File: src/rtl/encaixotador_duzias.sv
// Crate/pallet packer for the wine conveyor: counts sealed bottles into crates,
// requests crate swaps and buffers one in-flight bottle. Pallet logic: ENCAIXOTADOR_PALETE_EN.
module encaixotador_duzias #(
    parameter int GARRAFAS_POR_CAIXA = 12,
    parameter int CAIXAS_POR_PALETE  = 4,
    parameter int TIMEOUT_TROCA      = 50
) (
    input  logic       clk,
    input  logic       reset,
    input  logic       garrafa_in,
    input  logic       caixa_trocada,
    input  logic       palete_retirado,
    output logic [3:0] garrafas_caixa,
    output logic [2:0] caixas_palete,
    output logic       duzia_ok,
    output logic       pedido_troca,
    output logic       alarme_troca,
    output logic       bloqueio_esteira,
    output logic       erro_overflow,
    output logic [1:0] estado
);

    localparam logic [1:0] ENCHENDO     = 2'b00;
    localparam logic [1:0] TROCA        = 2'b01;
    localparam logic [1:0] PALETE_CHEIO = 2'b10;

    localparam int            CW     = $clog2(TIMEOUT_TROCA + 1);
    localparam logic [CW-1:0] T_MAX  = CW'(TIMEOUT_TROCA);
    localparam logic [3:0]    ULTIMA = 4'(GARRAFAS_POR_CAIXA - 1);

    if (GARRAFAS_POR_CAIXA < 2 || GARRAFAS_POR_CAIXA > 15) begin : g_chk_g
        $error("GARRAFAS_POR_CAIXA out of range 2..15");
    end
    if (CAIXAS_POR_PALETE < 1 || CAIXAS_POR_PALETE > 7) begin : g_chk_c
        $error("CAIXAS_POR_PALETE out of range 1..7");
    end
    if (TIMEOUT_TROCA < 1) begin : g_chk_t
        $error("TIMEOUT_TROCA must be at least 1");
    end

    logic          buffer;
    logic [CW-1:0] contador;
    logic [CW-1:0] contador_prox;
    logic [2:0]    caixas_prox;
    logic          saida;

    assign bloqueio_esteira = (estado != ENCHENDO);
    assign caixas_prox      = caixas_palete + 3'd1;
    assign contador_prox    = (contador == T_MAX) ? contador : contador + CW'(1);

    // PALETE_CHEIO can only be entered with the pallet feature built in,
    // so honouring palete_retirado there is harmless in the default build.
    always_comb begin
        saida = 1'b0;
        case (estado)
            ENCHENDO:     saida = 1'b0;
            TROCA:        saida = caixa_trocada;
            PALETE_CHEIO: saida = palete_retirado;
            default:      saida = 1'b1;
        endcase
    end

    always_ff @(posedge clk or posedge reset) begin
        if (reset) begin
            estado         <= ENCHENDO;
            garrafas_caixa <= '0;
            caixas_palete  <= '0;
            duzia_ok       <= 1'b0;
            pedido_troca   <= 1'b0;
            alarme_troca   <= 1'b0;
            erro_overflow  <= 1'b0;
            buffer         <= 1'b0;
            contador       <= '0;
        end else begin
            duzia_ok <= 1'b0;
            if (estado == ENCHENDO) begin
                if (garrafa_in) begin
                    if (garrafas_caixa < ULTIMA) begin
                        garrafas_caixa <= garrafas_caixa + 4'd1;
                    end else begin
                        garrafas_caixa <= '0;
                        duzia_ok       <= 1'b1;
                        caixas_palete  <= caixas_prox;
                        pedido_troca   <= 1'b1;
                        contador       <= '0;
                        alarme_troca   <= 1'b0;
`ifdef ENCAIXOTADOR_PALETE_EN
                        estado <= (caixas_prox == 3'(CAIXAS_POR_PALETE)) ? PALETE_CHEIO : TROCA;
`else
                        estado <= TROCA;
`endif
                    end
                end
            end else if (saida) begin
                // A bottle arriving on the exit edge joins the buffered one in the new crate.
                estado         <= ENCHENDO;
                pedido_troca   <= 1'b0;
                garrafas_caixa <= {3'b000, buffer} + {3'b000, garrafa_in};
                buffer         <= 1'b0;
                contador       <= '0;
                alarme_troca   <= 1'b0;
                if (estado == PALETE_CHEIO) begin
                    caixas_palete <= '0;
                end
            end else begin
                contador     <= contador_prox;
                alarme_troca <= (contador_prox == T_MAX);
                if (garrafa_in) begin
                    if (buffer) begin
                        erro_overflow <= 1'b1;
                    end else begin
                        buffer <= 1'b1;
                    end
                end
            end
        end
    end

endmodule

File: config.mk
export PLATFORM = sky130hd
export DESIGN_NAME = encaixotador_duzias
export DESIGN_NICKNAME = d
export VERILOG_FILES = /design/src/rtl/encaixotador_duzias.sv
export SDC_FILE = /design/constraint.sdc
export NUM_CORES = 1
export LEC_CHECK = 0
export ABC_AREA = 1
export BUFFER_PORTS_ARGS = -buffer_cell sky130_fd_sc_hd__buf_2
export CAP_MARGIN = 20
export CORE_MARGIN = 4
export CORE_UTILIZATION = 36
export DETAILED_ROUTE_END_ITERATION = 6
export PLACE_DENSITY = 0.53
export SKIP_CTS_REPAIR_TIMING = 1
export SYNTH_ARGS = -nofsm -noshare
export SYNTH_HDL_FRONTEND = slang
export SYNTH_SLANG_ARGS = --single-unit
File: constraint.sdc
create_clock -name clk -period 2.5 [get_ports clk]
set_input_delay 0.5 -clock clk [delete_from_list [all_inputs] [get_ports clk]]
set_output_delay 0.5 -clock clk [all_outputs]
set_load 0.005 [all_outputs]
==> results of run 1 <==
[registers in the layout, summed over array words and instances (netlist names)]
register / count
garrafas_caixa: 4
duzia_ok: 1
pedido_troca: 1
contador: 6
buffer: 1
alarme_troca: 1
erro_overflow: 1
caixas_palete: 3
[path summary, 6_finish.rpt]
check	start	to	slack, ns	depth (start not counted)
min in group clk	erro_overflow	erro_overflow	0.49	1
min reg2reg	erro_overflow	erro_overflow	0.49	1
max reg2reg	garrafas_caixa[0]	contador[5]	1.11	6
max	pedido_troca	estado[0]	0.87	1
min	reset	caixas_palete[1]	0.31	2
max in group asynchronous	reset	duzia_ok	1.75	2
[stage by stage]
| step | utilization | worst slack (ns) | hold WS [ns] |
|---|---|---|---|
| 4_1_cts | 0.439 | 0.852 | 0.324 |
| 6_report | 0.439 | 0.870 | 0.309 |
| 3_3_place_gp | 0.425 | 1.15 | 0.452 |
| 2_1_floorplan | - | 1.25 | 0.439 |
| 3_5_place_dp | 0.425 | 1.13 | 0.472 |
| 5_1_grt | 0.439 | 0.770 | 0.366 |
[logic make-up after synthesis]
kind of cell,after synthesis,share of synthesized area
and+or+nand+nor,52,0.262
buffers and inverters,20,0.0907
DFF,18,0.453
AOI/OAI and AO/OA,16,0.0932
adders and majority gates,5,0.0630
xor gates and xnor gates,3,0.0340
other,1,0.00377
[cell type report]
type / count / area (um2) / area share
clock buffers: 4 / 36.3 / 0.0325
well taps: 30 / 37.5 / 0.0336
flip-flops and latches: 18 / 450 / 0.403
multi-input cells: 77 / 453 / 0.405
repair buffers: 16 / 80.1 / 0.0717
inverters: 16 / 60.1 / 0.0538
[power breakdown]
part | total [mW] | internal [mW] | switching (mW)
Combinational | 0.451 | 0.202 | 0.249
Sequential | 0.524 | 0.399 | 0.125
Clock | 0.174 | 0.0885 | 0.0860
Total | 1.15 | 0.690 | 0.460
[layout by cell type, fill, tap and decap left out, drive strengths merged]
cell | Yosys | layout
nand2 | 28 | 28
dfrtp | 18 | 18
buf | 4 | 16
inv | 16 | 16
nor2 | 12 | 12
nand3 | 11 | 11
o21ai | 10 | 10
ha | 5 | 5
clkbuf | 0 | 4
o211ai | 2 | 2
o22ai | 2 | 2
xnor2 | 2 | 2
a21oi | 1 | 1
nand4 | 1 | 1
xor2 | 1 | 1
a41o | 1 | 1
conb | 1 | 1
[metal layers]
metal / routed length [um] / vias up
met5: 0 / -
met4: 13 / 0
met3: 48 / 2
met2: 888 / 8
met1: 876 / 357
li1: - / 397
[cell usage after synthesis]
cell / count
ha_1: 5
dfrtp_1: 18
nand4_1: 1
nand2_4: 2
nor2_8: 1
buf_4: 4
o22ai_1: 2
nor2_1: 8
xnor2_2: 1
nand2_1: 26
a21oi_1: 1
o21ai_1: 9
inv_2: 3
xor2_1: 1
nor2_4: 2
o21ai_0: 1
inv_1: 13
a41o_1: 1
nand3_1: 11
conb_1: 1
nor2_2: 1
o211ai_1: 2
xnor2_1: 1
==> results.json, run 1 <==
{
  "drc": 0,
  "cts_root_buf": "clkbuf_4",
  "start_kind": "flop",
  "grt_util_all_layers": 0.115,
  "clk_pin_slew_ns": 0.10,
  "clock_skew_ns": 0.00139,
  "crit_family": "flip-flops",
  "routed_wl_um": 1830,
  "syn_nets": 125,
  "post-route-period-util": 0.652,
  "cts-buffers-inserted": 3,
  "dieArea_um2": 3660,
  "fillCellCount": 270,
  "grt_busiest_layer": "met2",
  "met2_usage": 0.193,
  "min_path_type": "input pin to async pin",
  "ant_nets": 0,
  "worst_pin_slew_ns": 0.702,
  "gp_congestion": 0.791,
  "dr.pass1.iters": 4,
  "critPathKind": "flop to output pin",
  "cpPeakStageDelay_ns": 0.64,
  "synth_area_leaders": "dfrtp_1 (45%), nand2_1 (9.8%), ha_1 (6.3%)",
  "rows": 18,
  "nNetsFinal": 142,
  "synth_cell_types": 23,
  "dp.cells": 157,
  "grt_use_met3": 0.0191,
  "clk_latency_ns": 0.28,
  "yosysTopAreaCell": "dfrtp_1",
  "fin_total_pwr_mw": 1.15,
  "drive_above_1_share": 0.229,
  "crit_buf_inv": 1,
  "htreeDepth": 1,
  "setup.worst_path.end_class": "output pin",
  "p_leak_nw": 0.605,
  "avgSynthCellArea_um2": 8.64,
  "placed_area_um2": 1080,
  "vias_per_cell": 4.75,
  "cpMaxStageDelayCell": "dfrtp_1",
  "portBuffers": 16,
  "finalMaxSlewViolations": 0,
  "peakVddDrop_mv": 0.608,
  "rsz0062_at_grt": "false",
  "critPathMaxFanout": 12,
  "io_pins": 19,
  "finalCriticalPeriod_ns": 1.63,
  "grt_overflow": 0,
  "clock.fmax_ghz": 0.613,
  "start_util": 0.390,
  "die_w_um": 60.5,
  "cts.path.max_buffers": 2,
  "setup_tns_ns": 0,
  "core_area_um2": 2540,
  "grt_first_pass_wirelength_um": 3230,
  "grt_pass1_vias": 783,
  "hold_viol": 0,
  "dp_hpwl_um": 1430,
  "path_cells": "buf_2",
  "area_growth_pct": 12.5,
  "crit_arrival_ns": 1.13,
  "yosys_warnings": 0,
  "dieHeight_um": 60.5,
  "status": "completed",
  "maxCapViolCount": 0,
  "cts_tree": "done",
  "drt_iter0_markers": 32,
  "netlist_area_um2": 993,
  "vias": 764,
  "numClockSinks": 18,
  "setup_viol": 0,
  "wl_per_cell_um": 11.3,
  "synth-seq-area-share": 0.453,
  "antenna_found_initial": 0,
  "final_cells": 161,
  "synth_top_area_frac": 0.453,
  "power_density_nw_per_um2": 1030,
  "grt_use_met1": 0.152,
  "postLayoutCellArea_um2": 1120,
  "synth-seq-cells": 18,
  "slew_headroom": 0.532,
  "netlist_instances": 115,
  "diodes": 0,
  "cp.required_ns": 2.00,
  "grt_max_degree": 19
}
(Power assumes the default switching activity.)
==> run 2: changes to the inputs <==
==> constraint.sdc (replaced) <==
create_clock -name clk -period 1.6 [get_ports clk]
set_input_delay 0.32 -clock clk [delete_from_list [all_inputs] [get_ports clk]]
set_output_delay 0.32 -clock clk [all_outputs]
set_load 0.005 [all_outputs]
==> run 2 against run 1 <==
  * Non-clock buffer count increased by 2
  * Critical path type unchanged
  * Clock skew increased by 0.0085 ns
  * Largest cell class unchanged
  * Worst setup slack got worse by 0.71 ns
  * Power increased by 59%
  * Clock power increased by 66%
  * Worst hold slack got worse by 0.30 ns
  * Largest power group unchanged
  * Sequential power increased by 55%
  * Final cell count increased by 1.2%
  * Utilization increased by 0.59 points
  * Sequential share of layout area decreased by 0.53 points
==> results.json, run 2 (synthesized netlist as in run 1, its figures left out) <==
{
  "wl_per_cell_um": 11.5,
  "drive_above_1_share": 0.241,
  "routed_wl_um": 1880,
  "setup_viol": 0,
  "dr.pass1.iters": 4,
  "area_growth_pct": 14.0,
  "finalCriticalPeriod_ns": 1.44,
  "clk_pin_slew_ns": 0.11,
  "cpMaxStageDelayCell": "dfrtp_1",
  "start_kind": "flop",
  "grt_use_met1": 0.154,
  "hold_slack_ns": 0.00569,
  "final_common_cell": "nand2_1",
  "dp_hpwl_um": 1450,
  "status": "completed",
  "rsz0062_at_grt": "false",
  "ant_nets": 0,
  "final_cells": 163,
  "clk_latency_ns": 0.30,
  "maxCapViolCount": 0,
  "grt_first_pass_wirelength_um": 3310,
  "setup_tns_ns": 0,
  "gp_congestion": 0.794,
  "dieHeight_um": 60.5,
  "clock.fmax_ghz": 0.696,
  "grt_busiest_layer": "met2",
  "core_area_um2": 2540,
  "cts_tree": "done",
  "cts_root_buf": "clkbuf_4",
  "critPathKind": "flop to output pin",
  "r2r_slack_ns": 0.19,
  "start_util": 0.390,
  "met2_usage": 0.204,
  "post-route-period-util": 0.899,
  "crit_family": "flip-flops",
  "grt_util_all_layers": 0.120,
  "cp.required_ns": 1.28,
  "max_flop_register": "contador",
  "dp.cells": 159,
  "io_pins": 19,
  "power_density_nw_per_um2": 1610,
  "diodes": 0,
  "most-common-layout-cells": "nand2_1 (26), dfrtp_1 (18), buf_2 (16)",
  "placed_area_um2": 1100,
  "cts-buffers-inserted": 3,
  "portBuffers": 16,
  "vias": 788,
  "min_path_type": "input pin to async pin",
  "cts.path.max_buffers": 2,
  "hold_viol": 0,
  "postLayoutCellArea_um2": 1130,
  "htreeDepth": 1,
  "path_cells": "buf_4 > buf_2",
  "p_leak_nw": 0.615,
  "largest_reg_flops": 6,
  "numClockSinks": 18,
  "critPathMaxFanout": 9,
  "setup.worst_path.end_class": "output pin",
  "drc": 0,
  "peakVddDrop_mv": 1.10,
  "nNetsFinal": 144,
  "crit_arrival_ns": 1.12,
  "grt_use_met3": 0.0383,
  "cpPeakStageDelay_ns": 0.50,
  "r2r-end": "alarme_troca",
  "clock_skew_ns": 0.00991,
  "die_w_um": 60.5,
  "grt_overflow": 0,
  "dieArea_um2": 3660,
  "grt_pass1_vias": 768,
  "reg.largest.list": "contador: 6 flops, garrafas_caixa: 4 flops, caixas_palete: 3 flops",
  "rows": 18,
  "finalMaxSlewViolations": 0,
  "antenna_found_initial": 0,
  "drt_iter0_markers": 34,
  "fin_total_pwr_mw": 1.82,
  "r2r_start": "contador[0]",
  "worst_r2r_path_depth": 10,
  "grt_max_degree": 19,
  "vias_per_cell": 4.83,
  "crit_buf_inv": 2
}
==> run 2: cell types whose count changed in the layout (fill, tap and decap cells not counted) <==
| cell | previous run | this run |
|---|---|---|
| buf_4 | 0 | 2 |
==> run 2: per-stage QoR <==
stage	utilization	setup WS [ns]
CTS	0.445	0.140
global placement	0.431	0.245
finish	0.445	0.162
detailed placement	0.431	0.241
floorplan	-	0.353
global route	0.445	0.0365
==> run 2: worst max-delay path by stage <==
stage	from	to	slack (ns)	cells after the start
final	pedido_troca	pedido_troca	0.16	2
after global routing	contador[0]	alarme_troca	0.04	10
after CTS	pedido_troca	pedido_troca	0.14	2
after detailed placement	contador[0]	alarme_troca	0.24	10
after global placement	contador[0]	alarme_troca	0.25	10
after floorplan	garrafas_caixa[0]	caixas_palete[2]	0.35	7
==> run 2: cell type report <==
type                            instances  area, um2
Clock buffer                            4       36.3
Fill cell                             270       1410
Inverter                               16       60.1
Multi-Input combinational cell         77        453
Sequential cell                        18        450
Tap cell                               30       37.5
Timing Repair Buffer                   18       95.1
==> run 2: power by group <==
group / switching, mW / total (mW) / internal [mW]
sequential: 0.187 / 0.811 / 0.624
combinational: 0.398 / 0.722 / 0.324
clock: 0.150 / 0.289 / 0.139
total: 0.735 / 1.82 / 1.09
==> run 2: tightest hold or removal path: stages <==
cell	delay, ns
buf_2	0.09
inv_1	0.04
buf_4	0.24
==> run 2: per-layer routing <==
layer | routed length (um) | share of wire
met5 | 0 | 0
met4 | 13 | 0.0069
met3 | 58 | 0.031
met2 | 942 | 0.50
met1 | 865 | 0.46
